--- src/rtl/line_setup_controller.sv ---
// Line-draw setup sequencer: accepts two endpoints and normalises the line into
// an x-major, left-to-right Bresenham configuration before driving the fragment generator.
module line_setup_controller #(
  parameter int WIDTH = 10
) (
  input  logic             clk,
  input  logic             rst,
  input  logic             req_valid,
  output logic             req_ready,
  input  logic [WIDTH-1:0] x0_in,
  input  logic [WIDTH-1:0] y0_in,
  input  logic [WIDTH-1:0] x1_in,
  input  logic [WIDTH-1:0] y1_in,
  input  logic             finish,
  output logic             start,
  output logic             en_FB_reg,
  output logic             steep,
  output logic [WIDTH-1:0] deltax,
  output logic [WIDTH-1:0] deltay,
  output logic [WIDTH-1:0] y0,
  output logic [WIDTH-1:0] ystep,
  output logic [WIDTH-1:0] x0,
  output logic [WIDTH-1:0] x_min,
  output logic [WIDTH-1:0] x_max,
  output logic             busy,
  output logic             done
);

  typedef enum logic [2:0] {
    IDLE        = 3'd0,
    SETUP_STEEP = 3'd1,
    SETUP_ORDER = 3'd2,
    SETUP_DELTA = 3'd3,
    START       = 3'd4,
    DRAW        = 3'd5,
    DONE        = 3'd6
  } state_t;

  localparam logic [WIDTH-1:0] STEP_POS = {{(WIDTH-1){1'b0}}, 1'b1};
  localparam logic [WIDTH-1:0] STEP_NEG = {WIDTH{1'b1}};
  localparam logic [WIDTH-1:0] ZERO_W   = {WIDTH{1'b0}};

  state_t           state_r;
  logic [WIDTH-1:0] wx0_r, wy0_r, wx1_r, wy1_r;
  logic [WIDTH:0]   adx_s, ady_s;
  logic             steep_s;

  // Absolute endpoint separations, one bit wider so the subtraction cannot wrap.
  always_comb begin
    adx_s   = {(WIDTH+1){1'b0}};
    ady_s   = {(WIDTH+1){1'b0}};
    if (wx1_r >= wx0_r) begin
      adx_s = {1'b0, wx1_r} - {1'b0, wx0_r};
    end else begin
      adx_s = {1'b0, wx0_r} - {1'b0, wx1_r};
    end
    if (wy1_r >= wy0_r) begin
      ady_s = {1'b0, wy1_r} - {1'b0, wy0_r};
    end else begin
      ady_s = {1'b0, wy0_r} - {1'b0, wy1_r};
    end
    steep_s = (ady_s > adx_s);
  end

  // Sequencer: state, working endpoints and all registered outputs.
  always_ff @(posedge clk or posedge rst) begin
    if (rst) begin
      state_r   <= IDLE;
      req_ready <= 1'b1;
      busy      <= 1'b0;
      start     <= 1'b0;
      en_FB_reg <= 1'b0;
      done      <= 1'b0;
      steep     <= 1'b0;
      deltax    <= ZERO_W;
      deltay    <= ZERO_W;
      y0        <= ZERO_W;
      ystep     <= ZERO_W;
      x0        <= ZERO_W;
      x_min     <= ZERO_W;
      x_max     <= ZERO_W;
      wx0_r     <= ZERO_W;
      wy0_r     <= ZERO_W;
      wx1_r     <= ZERO_W;
      wy1_r     <= ZERO_W;
    end else begin
      case (state_r)
        IDLE: begin
          if (req_valid && req_ready) begin
            wx0_r     <= x0_in;
            wy0_r     <= y0_in;
            wx1_r     <= x1_in;
            wy1_r     <= y1_in;
            req_ready <= 1'b0;
            busy      <= 1'b1;
            state_r   <= SETUP_STEEP;
          end else begin
            state_r   <= IDLE;
          end
        end
        SETUP_STEEP: begin
          steep <= steep_s;
          if (steep_s) begin
            wx0_r <= wy0_r;
            wy0_r <= wx0_r;
            wx1_r <= wy1_r;
            wy1_r <= wx1_r;
          end else begin
            wx0_r <= wx0_r;
          end
          state_r <= SETUP_ORDER;
        end
        SETUP_ORDER: begin
          if (wx0_r > wx1_r) begin
            wx0_r <= wx1_r;
            wy0_r <= wy1_r;
            wx1_r <= wx0_r;
            wy1_r <= wy0_r;
          end else begin
            wx0_r <= wx0_r;
          end
          state_r <= SETUP_DELTA;
        end
        SETUP_DELTA: begin
          deltax <= wx1_r - wx0_r;
          if (wy0_r <= wy1_r) begin
            deltay <= wy1_r - wy0_r;
            ystep  <= STEP_POS;
          end else begin
            deltay <= wy0_r - wy1_r;
            ystep  <= STEP_NEG;
          end
          x0      <= wx0_r;
          x_min   <= wx0_r;
          x_max   <= wx1_r;
          y0      <= wy0_r;
          start   <= 1'b1;
          state_r <= START;
        end
        START: begin
          start     <= 1'b0;
          en_FB_reg <= 1'b1;
          state_r   <= DRAW;
        end
        DRAW: begin
          if (finish) begin
            en_FB_reg <= 1'b0;
            done      <= 1'b1;
            state_r   <= DONE;
          end else begin
            state_r   <= DRAW;
          end
        end
        DONE: begin
          done      <= 1'b0;
          busy      <= 1'b0;
          req_ready <= 1'b1;
          state_r   <= IDLE;
        end
        default: begin
          start     <= 1'b0;
          en_FB_reg <= 1'b0;
          done      <= 1'b0;
          busy      <= 1'b0;
          req_ready <= 1'b1;
          state_r   <= IDLE;
        end
      endcase
    end
  end

endmodule

--- config.mk ---
export PLATFORM = sky130hd
export DESIGN_NAME = line_setup_controller
export DESIGN_NICKNAME = d
export VERILOG_FILES = /design/src/rtl/line_setup_controller.sv
export SDC_FILE = /design/constraint.sdc
export NUM_CORES = 1
export LEC_CHECK = 0
export BUFFER_PORTS_ARGS = -buffer_cell sky130_fd_sc_hd__buf_4
export CORE_MARGIN = 10
export CORE_UTILIZATION = 59
export CTS_BUF_LIST = sky130_fd_sc_hd__clkbuf_4 sky130_fd_sc_hd__clkbuf_8
export DETAILED_ROUTE_END_ITERATION = 8
export GPL_TIMING_DRIVEN = 0
export PLACE_DENSITY = 0.88
export SLEW_MARGIN = 20
export SYNTH_ARGS = -nofsm -noshare
export SYNTH_HDL_FRONTEND = slang
export SYNTH_SLANG_ARGS = --single-unit
--- constraint.sdc ---
create_clock -name clk -period 4.87 [get_ports clk]
set_input_delay 0.2435 -clock clk [delete_from_list [all_inputs] [get_ports clk]]
set_output_delay 0.2435 -clock clk [all_outputs]
set_load 0.02 [all_outputs]
Yosys cells after proc, flatten, opt, wreduce, memory -nomap -nowiden
Cells that the tools add are included.
{"block": "totals", "ff_bits": 109, "latchBits": 0, "mem_bits_rw": 0, "rom_bits": 0, "in_bits": 44, "output_inout_bits": 76, "word_cells": 85, "memories": 0}
{"block": "classes", "n_addsub": 7, "multipliers": 0, "n_div": 0, "order_cmp": 5, "eq_ne": 10, "shift": 0, "muxes": 32, "n_bitwise": 3, "reduce_logical": 11}
{"cell": "$mux W10", "count": 14}
{"cell": "$pmux W10 S3", "count": 4}
{"cell": "$sub A10 B10 Y11", "count": 4}
{"cell": "$sub A10 B10 Y10", "count": 3}
{"cell": "$mux W11", "count": 2}
{"cell": "$ge A10 B10 Y1", "count": 2}
{"cell": "$reduce_or A5 Y1", "count": 4}
{"cell": "$pmux W3 S6", "count": 1}
{"cell": "$gt A11 B11 Y1", "count": 1}
{"cell": "$gt A10 B10 Y1", "count": 1}
{"cell": "$le A10 B10 Y1", "count": 1}
{"cell": "$eq A3 B3 Y1 const B", "count": 3}
{"cell": "$ne A2 B2 Y1 const B", "count": 4}
{"cell": "$pmux W1 S2", "count": 4}
{"cell": "$eq A3 B2 Y1 const B", "count": 2}
{"cell": "$reduce_and A2 Y1", "count": 3}
{"cell": "$mux W1", "count": 5}
{"cell": "$reduce_and A4 Y1", "count": 1}
{"cell": "$eq A3 B1 Y1 const B", "count": 1}
{"cell": "$logic_not A3 Y1", "count": 1}
{"cell": "$not A1 Y1", "count": 3}
{"cell": "$pmux W1 S3", "count": 1}
{"cell": "$reduce_bool A3 Y1", "count": 1}
{"cell": "$mux W2", "count": 1}
{"cell": "$logic_and A1 B1 Y1", "count": 1}

Depth between registers and ports, before layout
{"block": "depth", "ltp_word": 5, "ltp_mapped": 19, "ltp_nobuf": 17}

Least setup slack after synthesis
Ideal clock, no wire load.
{"block": "synth_timing", "path_kind": "reg-to-reg", "start": "reg wy1_r[0]", "end": "reg wx0_r[0]", "arrival_ps": 3929, "required_ps": 4791, "path_slack_ps": 862, "path_stages_with_launch": 19, "path_buffers": 2, "period_less_slack_ps": 4008, "path_cell_list": "dfrtp_1 inv_1 ha_1 inv_1 fa_1 a211oi_1 o31a_1 o22ai_1 or3_1 buf_4 mux2_1 ha_1 nor2b_1 o21ai_1 a211oi_1 o31ai_2 a221oi_4 buf_6 mux2i_1"}
{"block": "synth_via", "elab_chain_len": 5}
{"item": "start, declared", "line": "44", "text": "logic [WIDTH-1:0] wx0_r, wy0_r, wx1_r, wy1_r;"}
{"item": "start signal, assigned", "line": "93", "text": "wy1_r <= y1_in;"}
{"item": "start signal, assigned", "line": "107", "text": "wy1_r <= wx1_r;"}
{"item": "start signal, assigned", "line": "118", "text": "wy1_r <= wy0_r;"}
{"item": "$sub A10 B10 Y11 (tied with other cells)", "line": "60", "text": "ady_s = {1'b0, wy0_r} - {1'b0, wy1_r};"}
{"item": "$mux W11 (*)", "line": "57", "text": "if (wy1_r >= wy0_r) begin"}
{"item": "$gt A11 B11 Y1 (*)", "line": "62", "text": "steep_s = (ady_s > adx_s);"}
{"item": "$ne A2 B2 Y1 (no source line) (*)"}
{"item": "$reduce_and A4 Y1 (no source line) (*)"}
{"item": "end signal, assigned", "line": "90", "text": "wx0_r <= x0_in;"}
{"item": "end signal, assigned", "line": "104", "text": "wx0_r <= wy0_r;"}
{"item": "end signal, assigned", "line": "109", "text": "wx0_r <= wx0_r;"}
{"item": "end, declared", "line": "44"}
Every way passes the cells marked *; elsewhere a longest branch is shown, timed or not.
A chain may end at the register's enable or synchronous reset.

Final worst setup path
{"block": "layout_timing", "start": "reg wy1_r[0]", "end": "reg wx1_r[0]"}
{"block": "layout_via", "elab_chain_len": 5}
{"item": "$sub A10 B10 Y11 (tied with other cells)", "line": "60"}
{"item": "$mux W11", "line": "57"}
{"item": "$gt A11 B11 Y1", "line": "62"}
{"item": "$ne A2 B2 Y1 (no source line)"}
{"item": "$reduce_and A4 Y1 (no source line)"}
{"item": "end signal, assigned", "line": "92", "text": "wx1_r <= x1_in;"}
{"item": "end signal, assigned", "line": "106", "text": "wx1_r <= wy1_r;"}
{"item": "end signal, assigned", "line": "117", "text": "wx1_r <= wx0_r;"}
{"item": "end, declared", "line": "44"}
Parallel ways exist; a longest one is shown, timed or not. The select of a mux whose other input is x is not followed.

==> flow_metrics.env <==
export IMPL_post_route_period_util_pct=98.0
export IMPL_utilization_pct=73.0
export IMPL_muxShareOfSynthArea_pct=8.58
export IMPL_max_freq_mhz=209
export IMPL_drt_iter0_drc=836
export IMPL_finalHoldViolations=0
export IMPL_postRouteAntennaNets=0
export IMPL_grt_pass1_wl_um=34200
export IMPL_synth_edf_count=0
export IMPL_start_util_pct=61.0
export IMPL_avgSynthCellArea_um2=8.77
export IMPL_path_delay_family="compound AO/OA/AOI/OAI gates"
export IMPL_drt_wirelength_per_cell_um=20.7
export IMPL_h_tree_depth=3
export IMPL_synth_cell_type_count=58
export IMPL_period_minus_slack_ns=4.77
export IMPL_maxSlewHeadroom_pct=55.2
export IMPL_synth_area_um2=7090
export IMPL_netlist_instances=808
export IMPL_numCtsBuffers=9
export IMPL_hpwl_um=17600
export IMPL_dieHeight_um=130
export IMPL_skew_ns=0.00818
export IMPL_outcome="finished, final reports clean"
export IMPL_gp_congestion=1.03
export IMPL_async_flop_share_pct=100
export IMPL_drv_cap=0
export IMPL_vias=6743
export IMPL_ys_seq_elements=101
export IMPL_n_antenna_cell=0
export IMPL_final_max_slew_viol_count=0
export IMPL_synth_nets=907
export IMPL_die_w_um=130
export IMPL_grtUsageTotal_pct=26.1
export IMPL_crit_top_cell="buf_4"
export IMPL_overflow=0
export IMPL_synth_xor_area_share_pct=3.21
export IMPL_cts_sinks=101
export IMPL_mostFrequentLayoutCell="buf_4"
export IMPL_holdCritPathClass="primary input to register"
export IMPL_fin_area_um2=8480
export IMPL_layout_nets=1049
export IMPL_layout_drive_gt1_share_pct=21.5
export IMPL_cts_tree="built"
export IMPL_grt_pass1_vias=6337
export IMPL_root_buffer="clkbuf_8"
export IMPL_final_cell_mix="buf_4 (148), dfrtp_1 (100), a21oi_1 (73), nand2_1 (71), nor2_1 (68)"
export IMPL_max_stage_delay_ns=0.45
export IMPL_ctsLongestPathBuffers=2
export IMPL_io_pins=120
export IMPL_drcViolationCount=0
export IMPL_path_clk_slew_ns=0.11
export IMPL_critPathLaunchType="register"
export IMPL_cp_max_fo=10
export IMPL_drtPass1Iterations=6
export IMPL_final_setup_viol_count=0
export IMPL_crit_chain="inv_1, ha_1, inv_1, fa_2, a211oi_2, o31a_1, o22ai_1, or3_1, buf_4, mux2i_1, xor2_1, ha_1, nand3_1, nor4_1, a21oi_1, o31ai_4, a221oi_4, buf_4, buf_4, mux2i_1"
export IMPL_worstPathRequired_ns=5.19
export IMPL_ys_flop_type="dfrtp_1"
export IMPL_yosysWarnings=0
export IMPL_place_inst=1071
export IMPL_dpl_instance_area_um2=8190
export IMPL_dieArea_um2=16800
export IMPL_grt_max_degree=67
export IMPL_drt_total_wl_um=22800
export IMPL_area_growth_pct=19.6
export IMPL_antenna_found_initial=0
export IMPL_critical_path_class="register to register"
export IMPL_synthAdderAreaFrac_pct=10.1
export IMPL_worstMarginPinSlew_ns=0.672
export IMPL_regArea_um2=2530
export IMPL_synth_top_family_by_area="compound AO/OA/AOI/OAI gates"
export IMPL_viasPerCell=6.14
export IMPL_fin_cells=1098
export IMPL_crit_arrival_ns=5.10
export IMPL_yosysSeqAreaShare_pct=35.7
export IMPL_portBuffers=119
export IMPL_crit_buf_inv=5
export IMPL_hold_ws_ns=0.135
export IMPL_slowest_stage="dfrtp_1"
export IMPL_endpoint_kind="register"
export IMPL_clk_latency_ns=0.40
export IMPL_nFillCells=927
export IMPL_rows=39
export IMPL_yosys_area_share_simple_pct=12.5
export IMPL_multiInputGateArea_um2=3990
export IMPL_synth_compound_area_share_pct=21.5
export IMPL_coreArea_um2=11600
==> logic make-up (layout without fill, tap and decap cells) <==
group	Yosys count	after routing
compound gates	244	244
simple gates	198	198
buf+inv	124	271
flops	101	101
mux	60	60
fa+ha+maj	55	55
xor+xnor	26	26
==> worst min-delay path: stages <==
cell     delay [ns]
buf_4          0.08
a21oi_1        0.05
mux2i_1        0.12
==> synth_stat cells (3+ instances only) <==
library cell  number  area [µm²]
nand3_1            9        45.0
and3_1             4        25.0
o21ai_1           14        70.1
a22oi_1           42         315
nor3_1            13        65.1
a211oi_1           3        22.5
a21boi_0           3        22.5
buf_2             14        70.1
o21ai_0           54         270
mux2i_1           54         541
buf_4             20         150
nor2_1            68         255
nand2b_1           4        25.0
buf_1              5        18.8
nor2b_1            6        37.5
nand4_1            3        18.8
o21a_1             4        30.0
xnor2_1           15         131
buf_6              5        56.3
o211ai_1           5        37.5
o31ai_1            4        30.0
dfrtp_1          100        2500
nand2_1           71         267
inv_1             54         203
mux2_1             6        67.6
xor2_1            11        96.3
ha_1              51         638
a21o_1            15         113
a31oi_1            8        50.1
fa_1               4        80.1
a21oi_1           73         365
o22ai_1            3        18.8
clkbuf_1          25        93.8
or3_1              8        50.1
==> final timing paths <==
kind / start / to / slack [ns] / depth (start not counted)
setup reg to reg: wy1_r[0]$_DFFE_PP0P_ / wx1_r[0]$_DFFE_PP0P_ / 0.1 / 20
min in group asynchronous: rst / deltax[0]$_DFFE_PP0P_ / 0.38 / 3
hold reg to reg: ystep[0]$_DFFE_PP0P_ / ystep[0]$_DFFE_PP0P_ / 0.48 / 1
max in group asynchronous: rst / req_ready$_DFFE_PP1P_ / 3.81 / 4
setup / recovery: wy1_r[0]$_DFFE_PP0P_ / wx1_r[0]$_DFFE_PP0P_ / 0.1 / 20
hold / removal: x1_in[7] / wx1_r[7]$_DFFE_PP0P_ / 0.13 / 3
==> cell type report <==
class	count	share of cell area (%)
Clock buffer	9	1.46
Timing Repair Buffer	131	11.8
Sequential cell	101	29.8
Buffer	69	4.59
Inverter	55	2.49
Multi-Input combinational cell	583	47.0
Tap cell	143	2.11
Clock inverter	7	0.679
==> timing repair <==
item                                   in CTS  in global routing
resized for setup                           0                 10
buffers inserted                            0                  6
setup endpoints to repair                   0                 40
hold buffers                                1                  0
endpoints found under the hold margin      35                  0
==> layer usage <==
metal	track usage (%)	routed length (µm)
met3	6.28	2160
met2	40.6	10200
met5	0	0
met1	34.5	9660
met4	10.1	745
==> through the flow <==
stage	TNS [ns]	worst slack [ns]
after floorplan	0	0.862
after global placement	0	0.315
after detailed placement	0	0.208
after CTS	0	0.154
after global routing	-0.307	-0.0442
final	0	0.0963
Power is left out: the tool's default activity adds up to more than one toggle a clock period on the data nets, which glitch-free logic cannot reach.
